==> src/rtl/ula_multiciclo.sv <==
// Execution-stage ALU: single-cycle logic/arith/compare/branch ops plus
// iterative signed mult (shift-add) and div (restoring) behind start/busy/done.
module ula_multiciclo #(
    parameter int WIDTH = 32
) (
    input  logic             clk,
    input  logic             rst_n,
    input  logic             start,
    input  logic [4:0]       controle,
    input  logic [WIDTH-1:0] a,
    input  logic [WIDTH-1:0] b,
    output logic             busy,
    output logic             done,
    output logic [WIDTH-1:0] result,
    output logic             branch_ok,
    output logic             div_zero
);

    localparam int CW = $clog2(WIDTH + 1);

    localparam logic [1:0] S_IDLE = 2'd0;
    localparam logic [1:0] S_CALC = 2'd1;
    localparam logic [1:0] S_FIX  = 2'd2;

    logic [1:0]       state;
    logic [CW-1:0]    cnt;
    logic             is_div;
    logic             neg;
    // opx: multiplicand / divisor; opy: multiplier / dividend->quotient
    logic [WIDTH-1:0] opx;
    logic [WIDTH-1:0] opy;
    logic [WIDTH-1:0] acc;

    logic signed [WIDTH-1:0] sa;
    logic signed [WIDTH-1:0] sb;
    logic [WIDTH-1:0] diff;
    logic [WIDTH-1:0] mag_a;
    logic [WIDTH-1:0] mag_b;
    logic [WIDTH-1:0] alu_r;
    logic             alu_br;
    logic             is_mul_op;
    logic             is_div_op;
    logic             div0;
    logic             multi;

    logic [WIDTH:0]   shifted;
    logic             ge;
    logic [WIDTH-1:0] sub_r;
    logic [WIDTH-1:0] mag;

    assign sa        = a;
    assign sb        = b;
    assign diff      = a - b;
    assign mag_a     = a[WIDTH-1] ? -a : a;
    assign mag_b     = b[WIDTH-1] ? -b : b;
    assign is_mul_op = (controle == 5'd2);
    assign is_div_op = (controle == 5'd3);
    assign div0      = is_div_op && (b == '0);
    assign multi     = (is_mul_op || is_div_op) && !div0;

    assign shifted = {acc, opy[WIDTH-1]};
    assign ge      = shifted >= {1'b0, opx};
    assign sub_r   = WIDTH'(shifted - {1'b0, opx});
    assign mag     = is_div ? opy : acc;

    always_comb begin
        alu_r  = '0;
        alu_br = 1'b0;
        case (controle)
            5'd0:    alu_r = a + b;
            5'd1:    alu_r = diff;
            5'd3:    alu_r = '1;
            5'd4:    alu_r = a & b;
            5'd5:    alu_r = a | b;
            5'd6:    alu_r = ~(a & b);
            5'd7:    alu_r = ~(a | b);
            5'd8: begin
                alu_r  = diff;
                alu_br = (a == b);
            end
            5'd9: begin
                alu_r  = diff;
                alu_br = (a != b);
            end
            5'd11:   alu_r = (sa < sb) ? WIDTH'(1) : '0;
            5'd12:   alu_r = (sa <= sb) ? WIDTH'(1) : '0;
            5'd13: begin
                alu_r  = diff;
                alu_br = (sa < sb);
            end
            5'd31:   alu_r = b;
            default: alu_r = '0;
        endcase
    end

    always_ff @(posedge clk) begin
        if (!rst_n) begin
            state     <= S_IDLE;
            cnt       <= '0;
            is_div    <= 1'b0;
            neg       <= 1'b0;
            opx       <= '0;
            opy       <= '0;
            acc       <= '0;
            busy      <= 1'b0;
            done      <= 1'b0;
            result    <= '0;
            branch_ok <= 1'b0;
            div_zero  <= 1'b0;
        end else begin
            done <= 1'b0;
            case (state)
                S_IDLE: begin
                    if (start && multi) begin
                        state  <= S_CALC;
                        busy   <= 1'b1;
                        cnt    <= '0;
                        acc    <= '0;
                        opx    <= mag_b;
                        opy    <= mag_a;
                        is_div <= is_div_op;
                        neg    <= a[WIDTH-1] ^ b[WIDTH-1];
                    end else if (start) begin
                        result    <= alu_r;
                        branch_ok <= alu_br;
                        div_zero  <= div0;
                        done      <= 1'b1;
                    end
                end
                S_CALC: begin
                    if (is_div) begin
                        acc <= ge ? sub_r : shifted[WIDTH-1:0];
                        opy <= {opy[WIDTH-2:0], ge};
                    end else begin
                        if (opy[0])
                            acc <= acc + opx;
                        opx <= opx << 1;
                        opy <= opy >> 1;
                    end
                    cnt <= cnt + 1'b1;
                    if (cnt == CW'(WIDTH - 1))
                        state <= S_FIX;
                end
                S_FIX: begin
                    result    <= neg ? -mag : mag;
                    branch_ok <= 1'b0;
                    div_zero  <= 1'b0;
                    done      <= 1'b1;
                    busy      <= 1'b0;
                    state     <= S_IDLE;
                end
                default: state <= S_IDLE;
            endcase
        end
    end

endmodule
==> config.mk <==
export PLATFORM = sky130hd
export DESIGN_NAME = ula_multiciclo
export DESIGN_NICKNAME = d
export VERILOG_FILES = /design/src/rtl/ula_multiciclo.sv
export SDC_FILE = /design/constraint.sdc
export NUM_CORES = 1
export LEC_CHECK = 0
export CAP_MARGIN = 20
export CORE_ASPECT_RATIO = 2
export CORE_MARGIN = 2
export CORE_UTILIZATION = 56
export CTS_CLUSTER_DIAMETER = 100
export CTS_CLUSTER_SIZE = 8
export DETAILED_ROUTE_END_ITERATION = 12
export PLACE_DENSITY = 0.79
export SLEW_MARGIN = 20
export SYNTH_ARGS = -nofsm -noshare
export SYNTH_HDL_FRONTEND = slang
export SYNTH_SLANG_ARGS = --single-unit
==> constraint.sdc <==
create_clock -name clk -period 4.7 [get_ports clk]
set_clock_uncertainty 0.2 [all_clocks]
set_input_delay 0.94 -clock clk [delete_from_list [all_inputs] [get_ports clk]]
set_output_delay 0.94 -clock clk [all_outputs]
set_load 0.01 [all_outputs]
* After elaboration in Yosys (flattened, before gate mapping)
Cells that the tools add are included.
Word-level totals: bits in registers 142, output and inout port bits 36, word-level logic and storage cells 108
Cells by class: $add $sub $neg 8, order comparisons 3, equal/unequal tests 24, mux-type cells 38, bitwise gates (word level) 5, reductions and logical operators 18
Operators by type and width (number):
- $mux 32 | 14
- $pmux 32 s10 | 1
- $pmux 32 s2 | 4
- $neg 32->32 | 3
- $add 32x32->32 | 2
- $not 32->32 | 2
- $sub 32x32->32 | 2
- $ge 33x32->1 | 1
- $and 32x32->32 | 1
- $eq 32x32->1 | 1
- $le 32x32->1 | 1
- $logic_not 32->1 | 1
- $lt 32x32->1 | 1
- $ne 32x32->1 | 1
- $or 32x32->32 | 1
- $eq 5x4->1 const B | 5
- $eq 5x3->1 const B | 4
- $pmux 6 s2 | 1
- $eq 5x2->1 const B | 2
- $ne 2x2->1 const B | 5
- $mux 1 | 9
- $reduce_and 3->1 | 3
- $pmux 1 s2 | 4
- $reduce_and 2->1 | 4
- 19 further kinds | 23

* Depth between registers and ports, before layout
word-level depth 7, mapped depth 15, depth with buffers taken out 13

* Least setup slack after synthesis
OpenSTA, ideal clock, no wires.
kind register to register, from register is_div, to register result[26], arrival time 4321 ps, setup slack 76 ps, cell stages (with the launch flop) 16, buffers on the path 5, period minus slack after synthesis 4624 ps, path through dfxtp_1 > buf_6 > buf_2 > buf_1 > buf_2 > buf_1 > mux2i_1 > ha_1 > o221ai_1 > or4_4 > or3_4 > or4b_4 > o21ai_2 > xor2_1 > a21oi_1 > a2111oi_2
Between the ends: word-level cells in the longest chain between the ends 4
Ends and longest elaborated chain:
- start, declared | line 27 | logic is_div;
- start signal, assigned | line 121 | is_div <= is_div_op;
- $mux 32 (*) | line 64 | assign mag = is_div ? opy : acc;
- $neg 32->32 | line 145 | result <= neg ? -mag : mag;
- $mux 32 (*) | line 145
- $pmux 32 s2 (*) | line 112 | case (state)
- end signal, assigned | line 124 | result <= alu_r;
- end signal, assigned | line 145
- end, declared | line 14 | output logic [WIDTH-1:0] result,
Mark *: on every way between the ends. The rest lies on a longest branch, timed or not. A chain may end at the register's enable or synchronous reset.

* Final worst setup path
from register opy[31], to register acc[12]
Between the ends: word-level cells in the longest chain between the ends 4, elaborated cells between the ends (all ways) 5
Ends and longest elaborated chain:
- start, declared | line 31 | logic [WIDTH-1:0] opy;
- start signal, assigned | line 120 | opy <= mag_a;
- start signal, assigned | line 133 | opy <= {opy[WIDTH-2:0], ge};
- start signal, assigned | line 138 | opy <= opy >> 1;
- $sub 32x32->32 or $ge 33x32->1 (tied branches) | line 63, 62
- $mux 32 (*) | line 132 | acc <= ge ? sub_r : shifted[WIDTH-1:0];
- $mux 32 (*) | line 131 | if (is_div) begin
- $pmux 32 s2 (*) | line 112
- end signal, assigned | line 132
- end signal, assigned | line 136 | acc <= acc + opx;
- end, declared | line 32 | logic [WIDTH-1:0] acc;
Marks and branches as above.

==> load_flow_metrics.sql <==
INSERT INTO impl_metrics (metric_group, metric, value, unit) VALUES
('status', 'run_status', 'finished, violations left', ''),
('status', 'failed_checks', 'design-rule violations', ''),
('synth', 'synth-edff-count', '0', ''),
('layout', 'inserted_diodes', '0', ''),
('grt', 'number_of_antenna_violations_at_the_first_check_in_global_routing', '7', ''),
('timing', 'hold_violations', '0', ''),
('clock_tree', 'clk_latency', '0.45', 'ns'),
('grt', 'grt_util_all_layers', '49.7', '%'),
('grt', 'overflow', '0', ''),
('worst_setup_path', 'critical_path.startpoint_type', 'flop', ''),
('pwr', 'power.share.clock', '31.6', '%'),
('worst_setup_path', 'crit_path_frequent_cell', 'buf_4', ''),
('clock_tree', 'cts-root-to-sink-buffers', '2', ''),
('synth', 'synth_top_cell_by_area', 'dfxtp_1', ''),
('grt', 'maximum_number_of_pins_on_one_net_before_global_route_repair', '67', ''),
('clock_tree', 'cts_repair_resize_count', '0', ''),
('synth', 'asyncSetResetFlopFracSynth', '0', '%'),
('layout', 'final_layout_size_suffix_gt1_share', '12.3', '%'),
('pwr', 'power.static_leakage', '0.00887', 'uW'),
('clock_tree', 'cts_setup_buffers', '0', ''),
('synth', 'area_share_of_the_largest_cell_type_after_synthesis', '15.7', '%'),
('pwr', 'power_report.internal_total', '2890', 'uW'),
('timing', 'final_number_of_setup_violating_endpoints', '0', ''),
('synth', 'synth_top_cells_by_area', 'dfxtp_1 16%, ha_1 11%, a21oi_1 7.2%', ''),
('clock_tree', 'cts-htree-levels', '4', ''),
('routing', 'drcViolationCount', '1', ''),
('synth', 'synth.most_common_cell', 'a21oi_1', ''),
('timing', 'timing.slew.headroom', '23.8', '%'),
('synth', 'postSynthCellCount', '2545', ''),
('synth', 'synth_seq_area_share', '15.7', '%'),
('pwr', 'combinational_fraction_of_design_power', '41.0', '%'),
('timing', 'finalSetupTns', '0', 'ns'),
('pwr', 'p_seq_share', '27.3', '%'),
('clock_tree', 'hold_buffers', '0', ''),
('synth', 'synth.yosys.warnings', '0', ''),
('worst_setup_path', 'worstPathCellList', 'inv_1 -> ha_1 -> nand4_1 -> nor4_2 -> clkbuf_4 -> nand2_1 -> nand3_1 -> nor2_2 -> buf_4 -> buf_4 -> mux2i_1 -> o21ai_0', ''),
('synth', 'mappedNetlistNets', '2784', ''),
('timing', 'number_of_max_slew_violations_in_the_final_report', '0', ''),
('pwr', 'switching_share', '38.2', '%'),
('routing', 'postRouteWirelength', '84.6', 'mm'),
('layout', 'design.final.nets', '3008', ''),
('worst_setup_path', 'cpLargestDelayFamily', 'simple AND/OR/NAND/NOR gates', ''),
('clock_tree', 'cts.sinks', '142', ''),
('routing', 'drtAntennaViolNets', '0', ''),
('layout', 'area_growth', '20.5', '%'),
('routing', 'drt-pass1-iter-count', '10', ''),
('place', 'port_buffers', '107', ''),
('timing', 'fmax', '0.221', 'GHz'),
('die', 'number_of_top_level_pins', '108', ''),
('timing', 'finalWorstPathRequiredPeriod', '4.52', 'ns'),
('timing', 'max_slew.worst_pin.slew', '1.14', 'ns'),
('layout', 'nFillCells', '2807', ''),
('routing', 'drt-initial-drc-count', '2385', ''),
('worst_setup_path', 'cp.arrival', '4.59', 'ns'),
('pwr', 'irDropWorstVdd', '0.200', 'mV'),
('synth', 'synth_top_cells_by_count', '258 x a21oi_1, 247 x nor2_1, 209 x nand2_1', ''),
('timing', 'worst_hold_slack', '0.291', 'ns'),
('worst_setup_path', 'crit_buf_inv', '4', ''),
('die', 'die_height', '258', 'um'),
('die', 'die_w', '131', 'um'),
('die', 'floorplan.initialDensity', '56.4', '%'),
('pwr', 'design_power_total', '4690', 'uW'),
('die', 'floorplan.rows', '93', ''),
('synth', 'syn_area', '0.0181', 'mm^2'),
('worst_setup_path', 'worstSetupEndpointType', 'flop', ''),
('die', 'fp.coreArea', '0.0320', 'mm^2'),
('worst_hold_path', 'worst_hold_path_type', 'reg2reg', ''),
('worst_setup_path', 'worst-setup-path-type', 'reg2reg', ''),
('routing', 'routed_wire_length_per_instance', '26.4', 'um'),
('synth', 'syn_avg_cell_area', '7.09', 'um^2'),
('clock_tree', 'clock-root-buffer', 'clkbuf_16', '');
## area by class of cell
cell class              instances  area (um^2)  share of cell area (%)
repair buffers                364         3080                    14.2
well taps                     427          534                    2.46
multi-input cells            2100        14100                    65.0
clock inverters                11          156                   0.719
flip-flops and latches        142         2850                    13.1
clock buffers                  20          467                    2.15
inverters                     144          541                    2.49
## kinds of logic after synthesis
| kind of cell | share of synthesized area [%] |
|---|---|
| xor+xnor | 8.54 |
| compound gates | 33.8 |
| fa+ha+maj | 11.7 |
| mux | 4.73 |
| simple gates | 19.1 |
| flops | 15.7 |
| buf+inv | 6.39 |
## worst paths after layout
kind / to / startpoint / cells past startpoint / slack, ns
worst min register to register: cnt[5] / cnt[5] / 1 / 0.29
worst max register to register: acc[12] / opy[31] / 12 / 0.18
worst min-delay path: cnt[5] / cnt[5] / 1 / 0.29
worst max-delay path: acc[12] / opy[31] / 12 / 0.18
## cell usage in the layout (no fill, tap or decap), types with 15 or more instances in the layout
cell type / n
a211oi_1: 67
a31oi_1: 33
dfxtp_1: 141
nor4_1: 21
a22oi_1: 44
clkdlybuf4s50_1: 105
o22ai_1: 15
o21a_1: 16
mux2i_1: 83
buf_4: 249
o21ai_0: 187
xnor2_1: 125
nand3_1: 46
o21bai_1: 22
nor2b_1: 17
xor2_1: 51
nand2_1: 209
clkbuf_16: 17
and3_1: 16
o221ai_1: 16
o211ai_1: 45
nor3_1: 61
a21o_1: 49
ha_1: 163
nor2_1: 241
inv_1: 143
nand4_1: 22
o31ai_1: 31
a21oi_1: 256
or3_1: 20
## per-stage QoR
step | utilization [%] | worst slack (ns) | cells | instance area, um^2
after floorplan | - | 0.0759 | 2545 | 18100
after detailed placement | 66.0 | -0.0238 | 3176 | 21100
final | 68.0 | 0.185 | 3208 | 21700
after global routing | 68.0 | 0.128 | 3208 | 21700
after global placement | 66.0 | -0.00347 | 3176 | 21100
after CTS | 67.9 | 0.391 | 3207 | 21700
## worst reg2reg max path: cells and delay by family, from the launching register on
family | cells | cell delay (ns)
and+or+nand+nor | 5 | 2.06
buffers and inverters | 4 | 1.07
adders and majority gates | 1 | 0.35
DFF | 1 | 0.33
muxes | 1 | 0.19
AOI/OAI and AO/OA | 1 | 0.15
## power groups by stage
stage               clock (uW)  sequential [uW]  combinational, uW
floorplan                    0             1300                988
global placement             0             1300               1780
detailed placement           0             1300               1790
CTS                       1470             1280               1810
finish                    1480             1280               1920
global route              1510             1280               2030
## state kept, by name (all words and copies together), names as in the netlist, 2 cells and up
name,count
acc,32
cnt,6
opx,32
opy,32
state,2
result,32
## layer usage
metal | routed length, um | vias to the layer above | global-route usage (%)
met3 | 8100 | 602 | 17.8
met5 | 109 | - | 0
met4 | 9980 | 10 | 47.7
met1 | 26600 | 10444 | 46.3
met2 | 39800 | 1376 | 81.4
li1 | - | 9837 | -
Power figures use the tool's default switching activity.
